$ cat src/rtl/mips_pkg.sv
// Shared MIPS core constants: reset/exception vectors, CP0 exception codes,
// legal fetch window, and the F/D stage payload type.
package mips_pkg;

  localparam logic [31:0] RESET_PC = 32'h0000_3000;
  localparam logic [31:0] EBASE    = 32'h0000_4180;

  localparam logic [4:0] EXC_INT  = 5'd0;
  localparam logic [4:0] EXC_ADEL = 5'd4;
  localparam logic [4:0] EXC_RI   = 5'd10;
  localparam logic [4:0] EXC_OV   = 5'd12;

  localparam logic [31:0] INSTR_LO = 32'h0000_3000;
  localparam logic [31:0] INSTR_HI = 32'h0000_6ffc;

  typedef struct packed {
    logic [31:0] pc;
    logic [31:0] instr;
    logic [4:0]  exccode;
    logic        bd;
    logic        valid;
  } fd_dat_t;

endpackage

$ cat src/rtl/fd_perf_cnt.sv
// Stall and flush event counters for the F/D register; 32-bit, wrap on overflow.
// Latency: counts visible one cycle after the event edge.
// Backpressure: none; pure observer of the hazard controls.
module fd_perf_cnt (
  input  logic        clk,
  input  logic        reset,
  input  logic        en,
  input  logic        req,
  input  logic        eret_D,
  output logic [31:0] stall_cnt,
  output logic [31:0] flush_cnt
);

  logic stall_inc;
  logic flush_inc;

  // req outranks a stall, so a stalled req edge counts only as a flush.
  assign stall_inc = !req && !en;
  assign flush_inc = req || (en && eret_D);

  always_ff @(posedge clk) begin
    if (reset) begin
      stall_cnt <= '0;
      flush_cnt <= '0;
    end else begin
      if (stall_inc) stall_cnt <= stall_cnt + 32'd1;
      if (flush_inc) flush_cnt <= flush_cnt + 32'd1;
    end
  end

endmodule

$ cat src/rtl/fd_reg.sv
// F/D pipeline register with stall, exception flush and eret squash; FD_PERF_CNT_EN adds counters.
// Latency: one cycle F to D, all outputs registered.
// Backpressure: en=0 holds every D output; req flushes even while stalled.
module fd_reg #(
  parameter logic [31:0] RESET_PC = mips_pkg::RESET_PC,
  parameter logic [31:0] EBASE    = mips_pkg::EBASE,
  parameter logic [4:0]  EXC_ADEL = mips_pkg::EXC_ADEL
) (
  input  logic        clk,
  input  logic        reset,
  input  logic        en,
  input  logic        req,
  input  logic        eret_D,
  input  logic [31:0] F_pc,
  input  logic [31:0] F_instr,
  input  logic        F_AdEL,
  input  logic        F_bd,
  output logic [31:0] D_pc,
  output logic [31:0] D_instr,
  output logic [4:0]  D_exccode,
  output logic        D_bd,
  output logic        D_valid,
  output logic [31:0] stall_cnt,
  output logic [31:0] flush_cnt
);
  import mips_pkg::*;

  fd_dat_t d_q;
  fd_dat_t d_nxt;

  // Bubbles keep a real pc so CP0 can still derive EPC downstream.
  always_comb begin
    d_nxt = d_q;
    if (req) begin
      d_nxt = '{pc: EBASE, instr: 32'h0, exccode: 5'd0, bd: 1'b0, valid: 1'b0};
    end else if (!en) begin
      d_nxt = d_q;
    end else if (eret_D) begin
      d_nxt = '{pc: F_pc, instr: 32'h0, exccode: 5'd0, bd: 1'b0, valid: 1'b0};
    end else begin
      d_nxt.pc      = F_pc;
      d_nxt.instr   = F_AdEL ? 32'h0 : F_instr;
      d_nxt.exccode = F_AdEL ? EXC_ADEL : 5'd0;
      d_nxt.bd      = F_bd;
      d_nxt.valid   = 1'b1;
    end
  end

  always_ff @(posedge clk) begin
    if (reset) begin
      d_q <= '{pc: RESET_PC, instr: 32'h0, exccode: 5'd0, bd: 1'b0, valid: 1'b0};
    end else begin
      d_q <= d_nxt;
    end
  end

  assign D_pc      = d_q.pc;
  assign D_instr   = d_q.instr;
  assign D_exccode = d_q.exccode;
  assign D_bd      = d_q.bd;
  assign D_valid   = d_q.valid;

`ifdef FD_PERF_CNT_EN
  fd_perf_cnt u_perf_cnt (
    .clk       (clk),
    .reset     (reset),
    .en        (en),
    .req       (req),
    .eret_D    (eret_D),
    .stall_cnt (stall_cnt),
    .flush_cnt (flush_cnt)
  );
`else
  assign stall_cnt = 32'd0;
  assign flush_cnt = 32'd0;
`endif

endmodule

$ cat config.mk
export PLATFORM = sky130hd
export DESIGN_NAME = fd_reg
export DESIGN_NICKNAME = d
export VERILOG_FILES = /design/src/rtl/mips_pkg.sv /design/src/rtl/fd_perf_cnt.sv /design/src/rtl/fd_reg.sv
export SDC_FILE = /design/constraint.sdc
export NUM_CORES = 1
export LEC_CHECK = 0
export BUFFER_PORTS_ARGS = -buffer_cell sky130_fd_sc_hd__buf_2
export CAP_MARGIN = 40
export CORE_MARGIN = 2
export CORE_UTILIZATION = 37
export CTS_CLUSTER_SIZE = 28
export DETAILED_ROUTE_END_ITERATION = 10
export PLACE_DENSITY_LB_ADDON = 0.05
export SYNTH_ARGS = -nofsm -noshare
export SYNTH_HDL_FRONTEND = slang
export SYNTH_HIERARCHICAL = 1
export SYNTH_SLANG_ARGS = --single-unit
export TNS_END_PERCENT = 5
$ cat constraint.sdc
create_clock -name clk -period 0.8 [get_ports clk]
set_input_delay 0.16 -clock clk [delete_from_list [all_inputs] [get_ports clk]]
set_output_delay 0.16 -clock clk [all_outputs]
set_load 0.03 [all_outputs]
==> results of run 1 <==
-- per-layer routing --
layer / up-vias / global-route usage [%] / routed length, µm
li1: 1072 / - / -
met5: - / 0 / 0
met2: 120 / 24.3 / 3200
met3: 12 / 4.65 / 616
met4: 0 / 8.33 / 158
met1: 1032 / 17.8 / 2470
-- kinds of logic after synthesis --
logic type / after synthesis / share of synthesized area [%]
DFF: 67 / 47.3
other: 1 / 0.132
AOI/OAI and AO/OA: 40 / 13.1
and+or+nand+nor: 36 / 6.04
buffers and inverters: 85 / 22.1
muxes: 32 / 11.3
-- final cells by class --
| type | instances | area (µm²) | area share (%) |
|---|---|---|---|
| Multi-Input combinational cell | 176 | 1130 | 26.9 |
| Tap cell | 99 | 124 | 2.96 |
| Timing Repair Buffer | 152 | 1280 | 30.6 |
| Sequential cell | 67 | 1430 | 34.0 |
| Clock buffer | 10 | 138 | 3.29 |
| Clock inverter | 6 | 88.8 | 2.12 |
| Inverter | 1 | 3.75 | 0.0896 |
-- Yosys cell counts, drive strengths merged --
library cell	n	share of area, %
buf	84	22
dfxtp	67	47
a32o	32	11
mux2i	32	11
nor2	29	3.8
a21oi	5	0.88
nand2b	2	0.44
nand3b	2	0.53
o21bai	2	0.53
a211oi	1	0.44
conb	1	0.13
inv	1	0.13
nor3	1	0.35
nor3b	1	0.66
or2	1	0.22
-- path summary, 6_finish.rpt --
kind	startpoint	endpoint	slack, ps	depth (start not counted)
worst max register to register	D_instr[3]$_SDFFE_PP0P_	D_instr[3]$_SDFFE_PP0P_	150	1
worst max-delay path	D_pc[19]$_SDFFE_PP0P_	D_pc[19]	-170	1
worst min register to register	D_instr[19]$_SDFFE_PP0P_	D_instr[19]$_SDFFE_PP0P_	470	1
worst min-delay path	F_instr[23]	D_instr[23]$_SDFFE_PP0P_	50	2
-- power groups by stage --
stage,logic (W),registers [W],clock network (W)
after floorplan,0.000973,0.00371,0
after global placement,0.00126,0.00354,0
after detailed placement,0.00126,0.00354,0
after CTS,0.00136,0.00350,0.00324
after global routing,0.00145,0.00351,0.00339
final,0.00136,0.00350,0.00314
-- per-stage QoR --
stage / instances / TNS, ps / total power [W] / utilization [%]
after detailed placement: 495 / -13730 / 0.00480 / 47.2
after global routing: 511 / -12930 / 0.00835 / 57.1
after floorplan: 328 / -535 / 0.00468 / -
final: 511 / -10600 / 0.00800 / 57.1
after global placement: 495 / -12400 / 0.00480 / 47.2
after CTS: 511 / -12000 / 0.00810 / 57.1
-- sequential cells by signal (all words and copies together) (netlist names) --
signal and cells:
D_pc 32, D_instr 32, D_exccode 1, D_bd 1, D_valid 1
-- repair_timing --
item	in CTS	in global routing
hold endpoints to repair	0	0
pin swaps	0	0
endpoints found under the setup margin	67	67
hold buffers	0	0
resized for setup	201	0
==> metrics.cfg, run 1 <==
[sta]
slew_viol_final = 0
max_freq_mhz = 1030
finalWorstSetupSlack_ps = -172
hold_violations = 0
post-route-period-util_pct = 122
finalCriticalPeriod_ps = 972
finalSetupViolCount = 67
fin_skew_ps = 0
rsz0062_at_grt = yes
hold_ws_ps = 52.2

[yosys]
avgSynthCellArea_um2 = 10.9
ys_seq_area_share_pct = 47.3
ys_types = 17
synthCells = 261
ys_seq_elements = 67
yosys_warnings = 6
netlist_area_um2 = 2840

[final_layout]
layout_commonest_cell = buf_2
layout_common_cells = 70 x buf_2, 68 x conb_1, 67 x dfxtp_2, 67 x buf_6
syn_to_final_growth_pct = 47.6
final_area_um2 = 4190
drive_gt1_share_pct = 58.0
diodes = 0
nets = 478
fill_cells = 657

[placement]
placed_area_um2 = 3460
gp_congestion = 0.706
dp_slack_ps = -251
numPortBuffers = 137
hpwlAfterDp_um = 4720

[die]
ios = 206
die_w_um = 91.6
initial_core_util_pct = 38.7
coreArea_um2 = 7330
die_area_um2 = 8390
fp.dieH_um = 91.6
rows = 31

[global_routing]
grt_pass1_wl_um = 10000
grt_max_degree = 23
grtUsageTotal_pct = 15.1
grt.overflow.total = 0
antenna_found_initial = 0
grt_pass1_vias = 2101

[setup_path]
crit_family = flip-flops
slowest_stage = dfxtp_2
worst-path-max-fanout = 2
crit_buf_inv = 1
cp-start-kind = register
path_class = register to primary output
crit_required_ps = 640
max_stage_delay_ps = 350
critPathCaptureType = primary output
cp.arrival_ps = 810
cp_cell_sequence = buf_6

[routing]
viasPerCell = 4.38
drt-total-wl_um = 6450
vias = 2236
drt_pass1_iterations = 4
drt_iter0_drc = 97
drcViolationCount = 0
wl_per_cell_um = 12.6
postRouteAntennaNets = 0

[pwr]
p_sw_share_pct = 28.2
power.density_nw_per_um2 = 1910
p_clk_share_pct = 39.3
p_seq_share_pct = 43.7
internal_power_w = 0.00575
p_leak_nw = 2.00
vdd_drop_max_v = 0.000837
switchingPower_w = 0.00226
comb_power_share_pct = 17.0

[cts]
clk_latency_ps = 330
cts-root-buf = clkbuf_8
cts_num_sinks = 67
max-clock-path-buffers = 2
ctsHtreeMaxLevel = 3
cts_tree = built
clkTransAtPathRegs_ps = 80
cts_setup_buffers = 0
cts_buffers = 9

[run_status]
violations = negative setup slack
status = finished with violations

[worst_hold_path]
hold_class = input port to register

[job]
cap_violations = 0

(Power assumes the default switching activity.)
==> inputs of run 2 (changes only) <==
--- a/config.mk
+++ b/config.mk
@@ -12,6 +12,7 @@
 export CTS_CLUSTER_SIZE = 28
 export DETAILED_ROUTE_END_ITERATION = 10
 export PLACE_DENSITY_LB_ADDON = 0.05
+export REMOVE_ABC_BUFFERS = 1
 export SYNTH_ARGS = -nofsm -noshare
 export SYNTH_HDL_FRONTEND = slang
 export SYNTH_HIERARCHICAL = 1
==> constraint.sdc (replaced) <==
create_clock -name clk -period 0.8 [get_ports clk]
set_input_delay 0 -clock clk [delete_from_list [all_inputs] [get_ports clk]]
set_output_delay 0 -clock clk [all_outputs]
set_load 0.03 [all_outputs]
==> run 2 against run 1 <==
  * The run still ends with negative setup slack left
  * Register-to-register slack got worse by 70 ps
  * Combinational power up 20%
  * Total power fell by 1.1%
  * Global-route usage grew 2.4 points
  * Worst hold slack worse by 10 ps
  * First-iteration DRC count decreased by 36%
  * Count of clock-buffer cells in the layout rose by 3
  * Die area unchanged
  * Wire length is 16% higher
  * Worst setup slack improved by 170 ps
  * Sequential share of layout area down 4.5 points
  * Maximum frequency grew 21%
  * Critical endpoint is now D_pc[21]
==> metrics.cfg, run 2 (same netlist as run 1, synthesis figures left out) <==
[run_status]
status = finished with violations
violations = negative setup slack

[sta]
hold_ws_ps = 42.2  ; -9.97 ps
finalWorstSetupSlack_ps = -5.05  ; +167 ps
rsz0062_at_grt = yes
finalSetupViolCount = 5  ; -93%
finalCriticalPeriod_ps = 805  ; -167 ps
post-route-period-util_pct = 101  ; -21 points
max_freq_mhz = 1240  ; +21%
hold_violations = 0  ; unchanged
fin_skew_ps = 0  ; unchanged
slew_viol_final = 0  ; unchanged

[die]
ios = 206  ; unchanged
fp.dieH_um = 91.6  ; unchanged
initial_core_util_pct = 38.7  ; unchanged
die_area_um2 = 8390  ; unchanged
coreArea_um2 = 7330  ; unchanged
die_w_um = 91.6  ; unchanged
rows = 31  ; unchanged

[cts]
cts_tree = built
ctsHtreeMaxLevel = 3  ; unchanged
clk_latency_ps = 330  ; about the same
cts_buffers = 9  ; unchanged
max-clock-path-buffers = 2  ; unchanged
cts_num_sinks = 67  ; unchanged
clkTransAtPathRegs_ps = 70  ; about the same
cts-root-buf = clkbuf_8

[global_routing]
antenna_found_initial = 0  ; unchanged
grt_pass1_wl_um = 11900  ; +18%
grtUsageTotal_pct = 17.5  ; +2.4 points
grt_max_degree = 33  ; +43%
grt.overflow.total = 0  ; unchanged
grt_pass1_vias = 2445  ; +16%

[final_layout]
nets = 545  ; +14%
layout_common_cells = 70 x buf_2, 69 x dlygate4sd3_1, 68 x conb_1, 67 x dfxtp_2, 67 x buf_6
drive_gt1_share_pct = 49.0  ; -9.1 points
layout_commonest_cell = buf_2
final_area_um2 = 4820  ; +15%
fin_cells = 577  ; +13%
syn_to_final_growth_pct = 69.8
diodes = 0  ; unchanged

[setup_path]
worst-path-max-fanout = 2  ; unchanged
cp.arrival_ps = 810  ; about the same
slowest_stage = dfxtp_2
path_class = register to primary output
cp-start-kind = register
max_stage_delay_ps = 350  ; about the same
crit_buf_inv = 1  ; unchanged
cp_cell_sequence = buf_6
crit_family = flip-flops
critPathCaptureType = primary output
crit_required_ps = 800  ; +160 ps

[pwr]
vdd_drop_max_v = 0.00116  ; +38%
p_leak_nw = 2.27  ; +13%
power.density_nw_per_um2 = 1640  ; -14%

[placement]
dp_slack_ps = -121  ; +130 ps
gp_congestion = 0.759  ; +7.5%
dp.cells = 492  ; -0.61%
numPortBuffers = 137  ; unchanged
hpwlAfterDp_um = 4340  ; -7.9%
placed_area_um2 = 3420  ; -1.0%

[worst_hold_path]
hold_class = input port to register

[routing]
drcViolationCount = 0  ; unchanged
vias = 2485  ; +11%
postRouteAntennaNets = 0  ; unchanged
drt-total-wl_um = 7450  ; +16%
wl_per_cell_um = 12.9  ; +2.3%
drt_pass1_iterations = 4  ; unchanged
drt_iter0_drc = 62  ; -36%
viasPerCell = 4.31  ; -1.6%

[job]
cap_violations = 0  ; unchanged

==> run 2: cell types whose count changed in the layout (fill, tap and decap cells not counted) <==
cell           delta
clkinvlp_4        -2
buf_4             -1
clkbuf_8          +1
bufinv_16         -1
clkinv_4          -1
dlygate4sd3_1    +69
clkbuf_1          +2
buf_12            -1
==> run 2: final cells by class <==
class                      instances  area, µm²
sequential                        67       1430
inverter                           1       3.75
clock inverter                     2       35.0
timing repair buffer             219       1940
tap                               99        124
clock buffer                      13        159
multi-input combinational        176       1130
fill                             568       2510
==> run 2: what timing repair did <==
item                                    in CTS  in global routing
resized for setup                          201                  0
setup buffers                                1                  0
hold buffers                                69                  0
endpoints found under the hold margin       67                  0
endpoints found under the setup margin      67                 67
==> run 2: stage by stage <==
stage          total power [W]  TNS [ps]  util (%)
2_1_floorplan          0.00434    -17630         -
3_5_place_dp           0.00478     -5310      46.7
5_1_grt                0.00826     -2110      65.7
4_1_cts                0.00801      -763      65.7
3_3_place_gp           0.00478     -4950      46.7
6_report               0.00792     -11.3      65.7
==> run 2: per-layer routing <==
layer | up-vias | wire length, µm | track usage [%]
met4 | 0 | 103 | 4.29
met2 | 114 | 3800 | 31.0
met3 | 10 | 658 | 7.39
met1 | 1153 | 2890 | 19.1
li1 | 1208 | - | -
met5 | - | 0 | 0
==> run 2: report_power, final <==
part           switching, W  internal (W)  total (W)
registers         0.0000612       0.00344    0.00350
clock network       0.00120       0.00159    0.00279
logic              0.000949      0.000679    0.00163
==> run 2: path summary, 6_finish.rpt <==
kind / startpoint / end / slack [ps] / cells past startpoint
max: D_pc[21]$_SDFFE_PP0P_ / D_pc[21] / -5 / 1
min: reset / D_pc[8]$_SDFFE_PP0P_ / 40 / 3
max reg2reg: D_pc[22]$_SDFFE_PP0P_ / D_pc[22]$_SDFFE_PP0P_ / 80 / 3
min reg2reg: D_instr[8]$_SDFFE_PP0P_ / D_instr[8]$_SDFFE_PP0P_ / 470 / 1
